## src/rtl/pic_pkg.sv

```systemverilog
// rtl/pic_pkg.sv - shared states, OCW2 command codes and ICW/OCW bit positions for the 8259 command sequencer
package pic_pkg;

    typedef enum logic [1:0] {
        PIC_READY = 2'd0,
        PIC_ICW2  = 2'd1,
        PIC_ICW3  = 2'd2,
        PIC_ICW4  = 2'd3
    } pic_state_e;

    // OCW2 D7..D5 = {R, SL, EOI}
    localparam logic [2:0] OCW2_CLR_ROT_AEOI = 3'b000;
    localparam logic [2:0] OCW2_NS_EOI       = 3'b001;
    localparam logic [2:0] OCW2_NOP          = 3'b010;
    localparam logic [2:0] OCW2_S_EOI        = 3'b011;
    localparam logic [2:0] OCW2_SET_ROT_AEOI = 3'b100;
    localparam logic [2:0] OCW2_ROT_NS_EOI   = 3'b101;
    localparam logic [2:0] OCW2_SET_PRIORITY = 3'b110;
    localparam logic [2:0] OCW2_ROT_S_EOI    = 3'b111;

    localparam int ICW1_IC4  = 0;
    localparam int ICW1_SNGL = 1;
    localparam int ICW1_LTIM = 3;

    localparam int ICW4_UPM  = 0;
    localparam int ICW4_AEOI = 1;
    localparam int ICW4_MS   = 2;
    localparam int ICW4_BUF  = 3;
    localparam int ICW4_SFNM = 4;

    localparam int OCW3_RIS  = 0;
    localparam int OCW3_RR   = 1;
    localparam int OCW3_P    = 2;
    localparam int OCW3_SMM  = 5;
    localparam int OCW3_ESMM = 6;

endpackage

```

## src/rtl/pic_command_sequencer_if.sv

```systemverilog
// rtl/pic_command_sequencer_if.sv - decoded write flags, data byte and write-complete level from bus control
interface pic_command_sequencer_if;
    logic [7:0] internal_data_bus;
    logic       write_initial_command_word_1;
    logic       write_initial_command_word_2_4;
    logic       write_operation_control_word_2;
    logic       write_operation_control_word_3;
    logic       write_out;

    modport master (
        output internal_data_bus,
        output write_initial_command_word_1,
        output write_initial_command_word_2_4,
        output write_operation_control_word_2,
        output write_operation_control_word_3,
        output write_out
    );

    modport slave (
        input internal_data_bus,
        input write_initial_command_word_1,
        input write_initial_command_word_2_4,
        input write_operation_control_word_2,
        input write_operation_control_word_3,
        input write_out
    );
endinterface

```

## src/rtl/pic_write_commit_detect.sv

```systemverilog
// rtl/pic_write_commit_detect.sv - sync flop plus rising-edge detector on write_out producing a one-cycle commit
module pic_write_commit_detect (
    input  logic i_clock,
    input  logic i_reset_n,
    input  logic i_write_out,
    output logic o_commit
);

    logic r_sync;
    logic r_prev;

    // Both flops reset high so a write_out held high across reset release is not seen as an edge
    always_ff @(posedge i_clock or negedge i_reset_n) begin
        if (!i_reset_n) begin
            r_sync <= 1'b1;
            r_prev <= 1'b1;
        end else begin
            r_sync <= i_write_out;
            r_prev <= r_sync;
        end
    end

    assign o_commit = r_sync & ~r_prev;

endmodule

```

## src/rtl/pic_command_sequencer.sv

```systemverilog
// rtl/pic_command_sequencer.sv - ICW init sequence, ICW/OCW registers and OCW2/OCW3 pulses; PIC_SPECIAL_MASK_EN enables special mask mode
module pic_command_sequencer
    import pic_pkg::*;
#(
    parameter logic [7:0] IMR_RESET      = 8'h00,
    parameter logic [2:0] SLAVE_ID_RESET = 3'd7
) (
    input  logic                           clock,
    input  logic                           reset_n,
    pic_command_sequencer_if.slave         bus,
    output logic                           init_busy,
    output logic                           level_trigger,
    output logic                           single_mode,
    output logic                           icw4_needed,
    output logic [4:0]                     vector_base,
    output logic [7:0]                     cascade_config,
    output logic                           auto_eoi,
    output logic                           buffered,
    output logic                           buf_master,
    output logic                           sfnm,
    output logic                           upm,
    output logic [7:0]                     interrupt_mask,
    output logic                           eoi_pulse,
    output logic                           eoi_specific,
    output logic [2:0]                     eoi_level,
    output logic                           rotate_pulse,
    output logic                           rotate_on_aeoi,
    output logic                           read_isr,
    output logic                           poll_pulse,
    output logic                           special_mask_mode
);

    pic_state_e r_state;
    pic_state_e w_next_state;

    logic       w_commit;
    logic [7:0] w_data;
    logic       w_icw1, w_icw2, w_icw3, w_icw4, w_ocw1, w_ocw2, w_ocw3;

    logic       r_level_trigger, r_single_mode, r_icw4_needed;
    logic [4:0] r_vector_base;
    logic [7:0] r_cascade_config;
    logic       r_auto_eoi, r_buffered, r_buf_master, r_sfnm, r_upm;
    logic [7:0] r_interrupt_mask;
    logic       r_eoi_pulse, r_eoi_specific, r_rotate_pulse, r_poll_pulse;
    logic [2:0] r_eoi_level;
    logic       r_rotate_on_aeoi, r_read_isr;

    pic_write_commit_detect u_commit_detect (
        .i_clock     (clock),
        .i_reset_n   (reset_n),
        .i_write_out (bus.write_out),
        .o_commit    (w_commit)
    );

    assign w_data = bus.internal_data_bus;

    // State register for the initialization sequence
    always_ff @(posedge clock or negedge reset_n) begin
        if (!reset_n) r_state <= PIC_READY;
        else          r_state <= w_next_state;
    end

    // Classify the committed write and pick the next initialization step
    always_comb begin
        w_next_state = r_state;
        w_icw1 = 1'b0;
        w_icw2 = 1'b0;
        w_icw3 = 1'b0;
        w_icw4 = 1'b0;
        w_ocw1 = 1'b0;
        w_ocw2 = 1'b0;
        w_ocw3 = 1'b0;
        if (w_commit) begin
            if (bus.write_initial_command_word_1) begin
                w_icw1       = 1'b1;
                w_next_state = PIC_ICW2;
            end else if (bus.write_initial_command_word_2_4) begin
                case (r_state)
                    PIC_READY: w_ocw1 = 1'b1;
                    PIC_ICW2: begin
                        w_icw2 = 1'b1;
                        if (!r_single_mode)    w_next_state = PIC_ICW3;
                        else if (r_icw4_needed) w_next_state = PIC_ICW4;
                        else                   w_next_state = PIC_READY;
                    end
                    PIC_ICW3: begin
                        w_icw3       = 1'b1;
                        w_next_state = r_icw4_needed ? PIC_ICW4 : PIC_READY;
                    end
                    default: begin
                        w_icw4       = 1'b1;
                        w_next_state = PIC_READY;
                    end
                endcase
            end else if (bus.write_operation_control_word_2) begin
                w_ocw2 = (r_state == PIC_READY);
            end else if (bus.write_operation_control_word_3) begin
                w_ocw3 = (r_state == PIC_READY);
            end
        end
    end

    // Configuration registers and one-cycle command pulses
    always_ff @(posedge clock or negedge reset_n) begin
        if (!reset_n) begin
            r_level_trigger  <= 1'b0;
            r_single_mode    <= 1'b0;
            r_icw4_needed    <= 1'b0;
            r_vector_base    <= 5'd0;
            r_cascade_config <= {5'd0, SLAVE_ID_RESET};
            r_auto_eoi       <= 1'b0;
            r_buffered       <= 1'b0;
            r_buf_master     <= 1'b0;
            r_sfnm           <= 1'b0;
            r_upm            <= 1'b0;
            r_interrupt_mask <= IMR_RESET;
            r_eoi_pulse      <= 1'b0;
            r_eoi_specific   <= 1'b0;
            r_eoi_level      <= 3'd0;
            r_rotate_pulse   <= 1'b0;
            r_rotate_on_aeoi <= 1'b0;
            r_read_isr       <= 1'b0;
            r_poll_pulse     <= 1'b0;
        end else begin
            r_eoi_pulse    <= 1'b0;
            r_rotate_pulse <= 1'b0;
            r_poll_pulse   <= 1'b0;
            if (w_icw1) begin
                r_level_trigger       <= w_data[ICW1_LTIM];
                r_single_mode         <= w_data[ICW1_SNGL];
                r_icw4_needed         <= w_data[ICW1_IC4];
                r_interrupt_mask      <= IMR_RESET;
                r_cascade_config[2:0] <= SLAVE_ID_RESET;
                r_read_isr            <= 1'b0;
                r_rotate_on_aeoi      <= 1'b0;
                if (!w_data[ICW1_IC4]) begin
                    r_auto_eoi   <= 1'b0;
                    r_buffered   <= 1'b0;
                    r_buf_master <= 1'b0;
                    r_sfnm       <= 1'b0;
                    r_upm        <= 1'b0;
                end
            end
            if (w_icw2) r_vector_base    <= w_data[7:3];
            if (w_icw3) r_cascade_config <= w_data;
            if (w_icw4) begin
                r_upm        <= w_data[ICW4_UPM];
                r_auto_eoi   <= w_data[ICW4_AEOI];
                r_buf_master <= w_data[ICW4_MS];
                r_buffered   <= w_data[ICW4_BUF];
                r_sfnm       <= w_data[ICW4_SFNM];
            end
            if (w_ocw1) r_interrupt_mask <= w_data;
            if (w_ocw2) begin
                r_eoi_level <= w_data[2:0];
                case (w_data[7:5])
                    OCW2_NS_EOI:       begin r_eoi_pulse <= 1'b1; r_eoi_specific <= 1'b0; end
                    OCW2_S_EOI:        begin r_eoi_pulse <= 1'b1; r_eoi_specific <= 1'b1; end
                    OCW2_ROT_NS_EOI:   begin r_eoi_pulse <= 1'b1; r_eoi_specific <= 1'b0; r_rotate_pulse <= 1'b1; end
                    OCW2_ROT_S_EOI:    begin r_eoi_pulse <= 1'b1; r_eoi_specific <= 1'b1; r_rotate_pulse <= 1'b1; end
                    OCW2_SET_ROT_AEOI: r_rotate_on_aeoi <= 1'b1;
                    OCW2_CLR_ROT_AEOI: r_rotate_on_aeoi <= 1'b0;
                    OCW2_SET_PRIORITY: r_rotate_pulse <= 1'b1;
                    default:           ;
                endcase
            end
            if (w_ocw3) begin
                if (w_data[OCW3_P])       r_poll_pulse <= 1'b1;
                else if (w_data[OCW3_RR]) r_read_isr   <= w_data[OCW3_RIS];
            end
        end
    end

`ifdef PIC_SPECIAL_MASK_EN
    logic r_special_mask_mode;

    // Special mask mode: cleared by ICW1, loaded from SMM when ESMM is set
    always_ff @(posedge clock or negedge reset_n) begin
        if (!reset_n)                           r_special_mask_mode <= 1'b0;
        else if (w_icw1)                        r_special_mask_mode <= 1'b0;
        else if (w_ocw3 && w_data[OCW3_ESMM])   r_special_mask_mode <= w_data[OCW3_SMM];
    end

    assign special_mask_mode = r_special_mask_mode;
`else
    assign special_mask_mode = 1'b0;
`endif

    assign init_busy      = (r_state != PIC_READY);
    assign level_trigger  = r_level_trigger;
    assign single_mode    = r_single_mode;
    assign icw4_needed    = r_icw4_needed;
    assign vector_base    = r_vector_base;
    assign cascade_config = r_cascade_config;
    assign auto_eoi       = r_auto_eoi;
    assign buffered       = r_buffered;
    assign buf_master     = r_buf_master;
    assign sfnm           = r_sfnm;
    assign upm            = r_upm;
    assign interrupt_mask = r_interrupt_mask;
    assign eoi_pulse      = r_eoi_pulse;
    assign eoi_specific   = r_eoi_specific;
    assign eoi_level      = r_eoi_level;
    assign rotate_pulse   = r_rotate_pulse;
    assign rotate_on_aeoi = r_rotate_on_aeoi;
    assign read_isr       = r_read_isr;
    assign poll_pulse     = r_poll_pulse;

endmodule

```

## src/flat_wrapper.sv

```systemverilog
// flat-port wrapper written by rule: the top's interface ports become plain ports
module pic_command_sequencer_flat import pic_pkg::*;
#(
    parameter logic [7:0] IMR_RESET      = 8'h00,
    parameter logic [2:0] SLAVE_ID_RESET = 3'd7
)
  (clock, reset_n, init_busy, level_trigger, single_mode, icw4_needed, vector_base, cascade_config, auto_eoi, buffered, buf_master, sfnm, upm, interrupt_mask, eoi_pulse, eoi_specific, eoi_level, rotate_pulse, rotate_on_aeoi, read_isr, poll_pulse, special_mask_mode, bus_internal_data_bus, bus_write_initial_command_word_1, bus_write_initial_command_word_2_4, bus_write_operation_control_word_2, bus_write_operation_control_word_3, bus_write_out);
  pic_command_sequencer_if bus_i ();
  input  logic clock;
  input  logic reset_n;
  output logic init_busy;
  output logic level_trigger;
  output logic single_mode;
  output logic icw4_needed;
  output logic [4:0] vector_base;
  output logic [7:0] cascade_config;
  output logic auto_eoi;
  output logic buffered;
  output logic buf_master;
  output logic sfnm;
  output logic upm;
  output logic [7:0] interrupt_mask;
  output logic eoi_pulse;
  output logic eoi_specific;
  output logic [2:0] eoi_level;
  output logic rotate_pulse;
  output logic rotate_on_aeoi;
  output logic read_isr;
  output logic poll_pulse;
  output logic special_mask_mode;
  input wire logic [$bits(bus_i.internal_data_bus)-1:0] bus_internal_data_bus;
  input wire logic [$bits(bus_i.write_initial_command_word_1)-1:0] bus_write_initial_command_word_1;
  input wire logic [$bits(bus_i.write_initial_command_word_2_4)-1:0] bus_write_initial_command_word_2_4;
  input wire logic [$bits(bus_i.write_operation_control_word_2)-1:0] bus_write_operation_control_word_2;
  input wire logic [$bits(bus_i.write_operation_control_word_3)-1:0] bus_write_operation_control_word_3;
  input wire logic [$bits(bus_i.write_out)-1:0] bus_write_out;
  assign bus_i.internal_data_bus = bus_internal_data_bus;
  assign bus_i.write_initial_command_word_1 = bus_write_initial_command_word_1;
  assign bus_i.write_initial_command_word_2_4 = bus_write_initial_command_word_2_4;
  assign bus_i.write_operation_control_word_2 = bus_write_operation_control_word_2;
  assign bus_i.write_operation_control_word_3 = bus_write_operation_control_word_3;
  assign bus_i.write_out = bus_write_out;
  pic_command_sequencer #(.IMR_RESET(IMR_RESET), .SLAVE_ID_RESET(SLAVE_ID_RESET)) u_core (.clock(clock), .reset_n(reset_n), .bus(bus_i), .init_busy(init_busy), .level_trigger(level_trigger), .single_mode(single_mode), .icw4_needed(icw4_needed), .vector_base(vector_base), .cascade_config(cascade_config), .auto_eoi(auto_eoi), .buffered(buffered), .buf_master(buf_master), .sfnm(sfnm), .upm(upm), .interrupt_mask(interrupt_mask), .eoi_pulse(eoi_pulse), .eoi_specific(eoi_specific), .eoi_level(eoi_level), .rotate_pulse(rotate_pulse), .rotate_on_aeoi(rotate_on_aeoi), .read_isr(read_isr), .poll_pulse(poll_pulse), .special_mask_mode(special_mask_mode));
endmodule
```

## config.mk

```make
export PLATFORM = sky130hd
export DESIGN_NAME = pic_command_sequencer_flat
export DESIGN_NICKNAME = d
export VERILOG_FILES = /design/src/rtl/pic_pkg.sv /design/src/rtl/pic_command_sequencer_if.sv /design/src/rtl/pic_write_commit_detect.sv /design/src/rtl/pic_command_sequencer.sv /design/src/flat_wrapper.sv
export SDC_FILE = /design/constraint.sdc
export NUM_CORES = 1
export LEC_CHECK = 0
export CORE_MARGIN = 2
export CORE_UTILIZATION = 48
export CTS_BUF_LIST = sky130_fd_sc_hd__clkbuf_2 sky130_fd_sc_hd__clkbuf_4 sky130_fd_sc_hd__clkbuf_8
export DETAILED_ROUTE_END_ITERATION = 8
export PLACE_DENSITY_LB_ADDON = 0.1
export SYNTH_ARGS = -nofsm -noshare
export SYNTH_HDL_FRONTEND = slang
export SYNTH_SLANG_ARGS = --single-unit
```

## constraint.sdc

```tcl
create_clock -name clock -period 2.1 [get_ports clock]
set_input_delay 0.42 -clock clock [delete_from_list [all_inputs] [get_ports clock]]
set_output_delay 0.42 -clock clock [all_outputs]
set_load 0.01 [all_outputs]
```

======== Yosys cells after proc, flatten, opt, wreduce, memory -nomap -nowiden ========
Cells that the tools add are included.
word-level totals
  logic and storage cells ................. 107
  output and inout port bits .............. 40
  memory bits (read-only) ................. 0
  input bits .............................. 15
  RAM bits ................................ 0
  memories kept ........................... 0
  register bits after elaboration ......... 42
  bits in latches ......................... 0
operators by class
  add/sub/neg operators ................... 0
  shifts and indexed selects .............. 0
  reductions and logical operators ........ 16
  $mul .................................... 0
  bitwise gates (word level) .............. 2
  multiplexer cells ....................... 57
  equal/unequal tests ..................... 10
  divide/modulo/power cells ............... 0
  magnitude comparators ................... 0
operators by type and width
  cell                  number
  $mux W1               46
  $mux W8               2
  $eq A3 B3 Y1 const B  4
  $reduce_bool A2 Y1    6
  $mux W2               4
  $mux W3               2
  $pmux W2 S3           1
  $reduce_or A3 Y1      2
  $pmux W1 S2           2
  $reduce_and A2 Y1     2
  $reduce_or A2 Y1      2
  $reduce_or A4 Y1      1
  $eq A3 B1 Y1 const B  1
  $eq A3 B2 Y1 const B  1
  $logic_not A3 Y1      1
  $reduce_and A3 Y1     1
  $eq A2 B1 Y1 const B  1
  $eq A2 B2 Y1 const B  1
  $logic_not A2 Y1      1
  $ne A2 B1 Y1 const B  1
  $ne A2 B2 Y1 const B  1
  $and A1 B1 Y1         1
  $not A1 Y1            1

======== Depth between registers and ports, before layout ========
  word-level depth ........................ 8
  gate-level depth with buffers ........... 6

======== Modules after synthesis ========
From an unflattened synthesis, not the netlist that was laid out.
unflattened totals
  cell total of the unflattened synthesis .. 152
  area total of the unflattened synthesis .. 1788.0 µm²
by module, submodules not included
  module                   area an instance (µm²)  cells an instance  instances
  pic_command_sequencer    1721.7                  149                1
  pic_write_commit_detect  66.3                    3                  1

======== Least setup slack after synthesis ========
OpenSTA, ideal clock, no wires.
  path type ............................... register to register
  start point ............................. register u_core.r_state[1]
  end point ............................... register u_core.r_eoi_specific (netlist: u_core.eoi_specific)
  clock period less this slack ............ 1534 ps
  cell stages (with the launch flop) ...... 6
  library setup time ...................... 127 ps
  data arrival time ....................... 1406 ps
  setup slack ............................. 566 ps
  path through ............................ dfrtp_1 -> inv_1 -> ha_1 -> and4bb_1 -> and3_1 -> mux2_1
on the way
  longest elaborated chain between the ends .. 6
ends and longest elaborated chain
  element                             RTL line                      RTL
  from (decl)                         pic_command_sequencer.sv:33   pic_state_e r_state;
  from (signal assigned)              pic_command_sequencer.sv:61   else r_state <= w_next_state;
  $logic_not A2 Y1                    pic_command_sequencer.sv:97   w_ocw2 = (r_state == PIC_READY);
  $mux W1                             pic_command_sequencer.sv:96   end else if (bus.write_operation_control_word_2) begin
  $mux W1                             pic_command_sequencer.sv:78   end else if (bus.write_initial_command_word_2_4) begin
  $mux W1                             pic_command_sequencer.sv:75   if (bus.write_initial_command_word_1) begin
  $mux W1                             pic_command_sequencer.sv:74   if (w_commit) begin
  $reduce_and A2 Y1 (no source line)  n/a
  to (signal assigned)                pic_command_sequencer.sv:119  r_eoi_specific <= 1'b0;
  to (signal assigned)                pic_command_sequencer.sv:158  OCW2_NS_EOI: begin r_eoi_pulse <= 1'b1; r_eoi_specific <= 1'b0; end
  to (signal assigned)                pic_command_sequencer.sv:159  OCW2_S_EOI: begin r_eoi_pulse <= 1'b1; r_eoi_specific <= 1'b1; end
  to (decl)                           pic_command_sequencer.sv:45   logic r_eoi_pulse, r_eoi_specific, r_rotate_pulse, r_poll_pulse;
Every way passes these cells.
A chain may end at the register's enable or synchronous reset.

======== Final worst setup path ========
  start point ............................. register u_core.r_state[0]
  end point ............................... output port init_busy
on the way
  longest elaborated chain between the ends .. 1
ends and longest elaborated chain
  element             RTL line                      RTL
  $reduce_bool A2 Y1  pic_command_sequencer.sv:190  assign init_busy = (r_state != PIC_READY);
  to (decl)           flat_wrapper.sv:11            output logic init_busy;
Every way passes these cells.

==> flow_summary_export.csv <==
group,metric,value,unit
outcome,outcome,"complete, no violations",
power,p_leak,1.20,nW
setup_path,slowest_stage,"clkdlybuf4s50_1",
global_routing,grt_pass1_vias,1405,
setup_path,path_cells,"inv_1, ha_2, inv_1, clkdlybuf4s50_1",
sta,tightestPinTransition,0.510,ns
sta,slew_viol_final,0,
final_layout,stdcell_count,258,
setup_path,path_class,"flip-flop to primary output",
sta,finalSetupTns,0,ns
yosys,yosys.area_share.simple,14.3,%
yosys,synth.yosys.seq_area_share,56.6,%
place,dp.cells,249,
setup_path,crit_path_start,"u_core.r_state[0]",
place,port_buffers,53,
detailed_routing,dr.first_iter.drc_count,99,
power,p_int,1.88,mW
yosys,synth_adder_area_share,2.68,%
min_path,hold_class,"input pin to async pin",
yosys,synthTopCellsByArea,"dfrtp_1, mux2_4, dfstp_2, ha_1, o21ai_1",
sta,relSlewSlack,66.0,%
floorplan,dieArea,0.00441,mm²
floorplan,rows,22,
sta,final.period_utilization,94.1,%
setup_path,cp-start-kind,"flip-flop",
clock_network,cts_sinks,42,
yosys,yosysWarnings,0,
sta,fin_crit,1.98,ns
final_layout,num_antenna_cells,0,
yosys,synth-async-reset-ratio,100,%
clock_network,cts_buffers,5,
final_layout,fillers,284,
power,p_per_area,1050,mW/mm²
detailed_routing,antenna_left,0,
yosys,synth-compound-area-share,8.31,%
detailed_routing,vias,1370,
run,cap_violations,0,
yosys,yosysMostFrequentCell,"dfrtp_1",
yosys,synth_top_family_by_area,"simple AND/OR/NAND/NOR gates",
power,seq_power_share,43.0,%
global_routing,grt_max_degree,43,
yosys,synth_largest_area_cell,"dfrtp_1",
power,p_switching,0.806,mW
power,vdd_drop_max,0.634,mV
sta,setup_viol,0,
yosys,synth.distinct_cells,38,
sta,rsz0062_at_grt,"no",
yosys,syn_area_per_cell,12.7,µm²
final_layout,final_nets,228,
place,hpwl,3.15,mm
yosys,netlist_top_cells_count,"dfrtp_1, nand2_1, mux2_4",
sta,hold_viol,0,
clock_network,clock_latency,0.30,ns
clock_network,cts-root-buf,"clkbuf_8",
clock_network,clock_tree.buffer_depth,2,
yosys,netlist_instances,147,
yosys,synth_fp_nets,166,
sta,fmax,506,MHz
power,p_comb_share,37.8,%
floorplan,start_util,50.6,%
global_routing,grt_antenna_before_repair,0,
floorplan,core-area,0.00369,mm²
clock_network,cts_hold_buffers,0,
setup_path,max_stage_delay,0.52,ns
setup_path,reg2reg_from,"u_core.r_state[1]",
setup_path,critPathMaxFanout,4,
yosys,yosys.area_share.xor_xnor,0,%
detailed_routing,drt-total-wl,4.14,mm
setup_path,crit_arrival,1.56,ns
floorplan,ioPinCount,55,
yosys,syn-cell-area,0.00187,mm²
detailed_routing,routedWlPerCell,16.1,µm
place,gp_congestion,0.756,
setup_path,worst_setup_path_end_kind,"primary output",
floorplan,die_height,66.4,µm
yosys,synth.ff_latch_count,42,
clock_network,cts_tree,"built",
clock_network,path_clk_slew,0.09,ns
detailed_routing,vias_per_cell,5.31,
setup_path,path_common_cell,"inv_1",
setup_path,cp_top_family,"buffers and inverters",
setup_path,path_buf_inv,3,
power,power_frac_clock,19.2,%
final_layout,drive_gt1_share,19.5,%
global_routing,grt_first_pass_wirelength,7.03,mm
yosys,synth_ff_type,"dfrtp_1",
setup_path,required,1.68,ns
sta,clock_skew,0.0134,ns
clock_network,htreeDepth,2,
yosys,synth_top_area_share,49.6,%
detailed_routing,first_pass_iters,4,
floorplan,dieWidth,66.4,µm
global_routing,grt_use_total,21.9,%
detailed_routing,route.detailed.drc,0,
final_layout,syn_to_final_growth,37.4,%
yosys,synth-edff-count,0,
global_routing,grt_overflow,0,
power,switching_share,30.0,%
yosys,synthMuxAreaShare,14.3,%
per-stage QoR:
| stage | hold WS, ns | power, mW | util (%) | worst slack (ns) | area [µm²] |
|---|---|---|---|---|---|
| final | 0.170 | 2.69 | 69.6 | 0.124 | 2570 |
| after global routing | 0.220 | 2.84 | 69.6 | 0.0285 | 2570 |
| after CTS | 0.190 | 2.69 | 69.3 | 0.0420 | 2560 |
| after detailed placement | 0.387 | 2.18 | 66.9 | 0.104 | 2470 |
| after global placement | 0.381 | 2.14 | 66.9 | 0.176 | 2470 |
| after floorplan | 0.124 | 1.63 | - | 0.566 | 1870 |
sequential cells by signal, summed over array words and instances, names as in the netlist, 2 cells and up:
register	count
u_core.r_state	2
u_core.vector_base	5
u_core.eoi_level	3
u_core.interrupt_mask	8
u_core.cascade_config	8
area by class of cell:
type | instances | area (µm²) | share of cell area (%)
sequential | 42 | 1060 | 41.2
multi-input combinational | 93 | 747 | 29.1
timing repair buffer | 62 | 593 | 23.1
clock buffer | 5 | 68.8 | 2.68
tap | 48 | 60.1 | 2.34
clock inverter | 3 | 21.3 | 0.829
inverter | 5 | 18.8 | 0.731
power by group through the flow:
stage	clock network, mW	logic, mW	registers, mW
2_1_floorplan	0	0.399	1.24
3_3_place_gp	0	0.980	1.16
3_5_place_dp	0	1.00	1.17
4_1_cts	0.522	1.01	1.16
5_1_grt	0.560	1.10	1.18
6_report	0.517	1.01	1.16
final timing paths:
check                      slack (ns)  cells past startpoint                       endpoint
max                              0.12                      4                      init_busy
min in group clock               0.40                      0  u_core.u_commit_detect.r_prev
max in group asynchronous        1.55                      2       u_core.cascade_config[0]
max reg2reg                      0.35                      6       u_core.interrupt_mask[2]
min                              0.17                      2                    u_core.sfnm
min reg2reg                      0.40                      0  u_core.u_commit_detect.r_prev
worst register-to-register path, stage by stage, from the launching register on:
cell	delay [ns]
dfrtp_1	0.41
inv_1	0.12
ha_2	0.22
and4bb_1	0.29
buf_4	0.18
and2_1	0.29
o21ai_1	0.12
repair_timing:
action	4_1_cts	5_1_grt
endpoints found under the hold margin	0	0
resized for setup	0	1
buffers inserted	0	1
endpoints found under the setup margin	0	1
layout by cell type (no fill, tap or decap), drive strengths merged, types with 2 or more instances in the layout:
master	synthesis	routed
clkinv	0	2
inv	5	5
a21oi	2	2
mux2i	2	2
o21ai	10	10
mux2	18	18
or3	2	2
dfstp	5	5
dfrtp	37	37
nand4b	2	2
nor2b	3	3
clkdlybuf4s50	0	52
and3	2	2
nand2b	3	3
clkbuf	1	5
and4bb	2	2
buf	6	10
nand3	9	9
ha	4	4
and2	2	2
nand2	15	15
a22o	4	4
per-layer routing:
metal,GRT usage [%],up-vias,part of all wire [%]
met5,0,-,0
met4,8.42,0,1.5
met3,5.11,6,4.7
met2,33.4,44,46
met1,30.3,673,48
li1,-,647,-
cells by family (layout without fill, tap and decap cells):
logic type,count (synthesis),in the layout
and+or+nand+nor,45,45
muxes,20,20
AOI/OAI and AO/OA,23,23
DFF,42,42
adders and majority gates,4,4
other,1,1
buffers and inverters,12,75
Power figures use the tool's default switching activity.
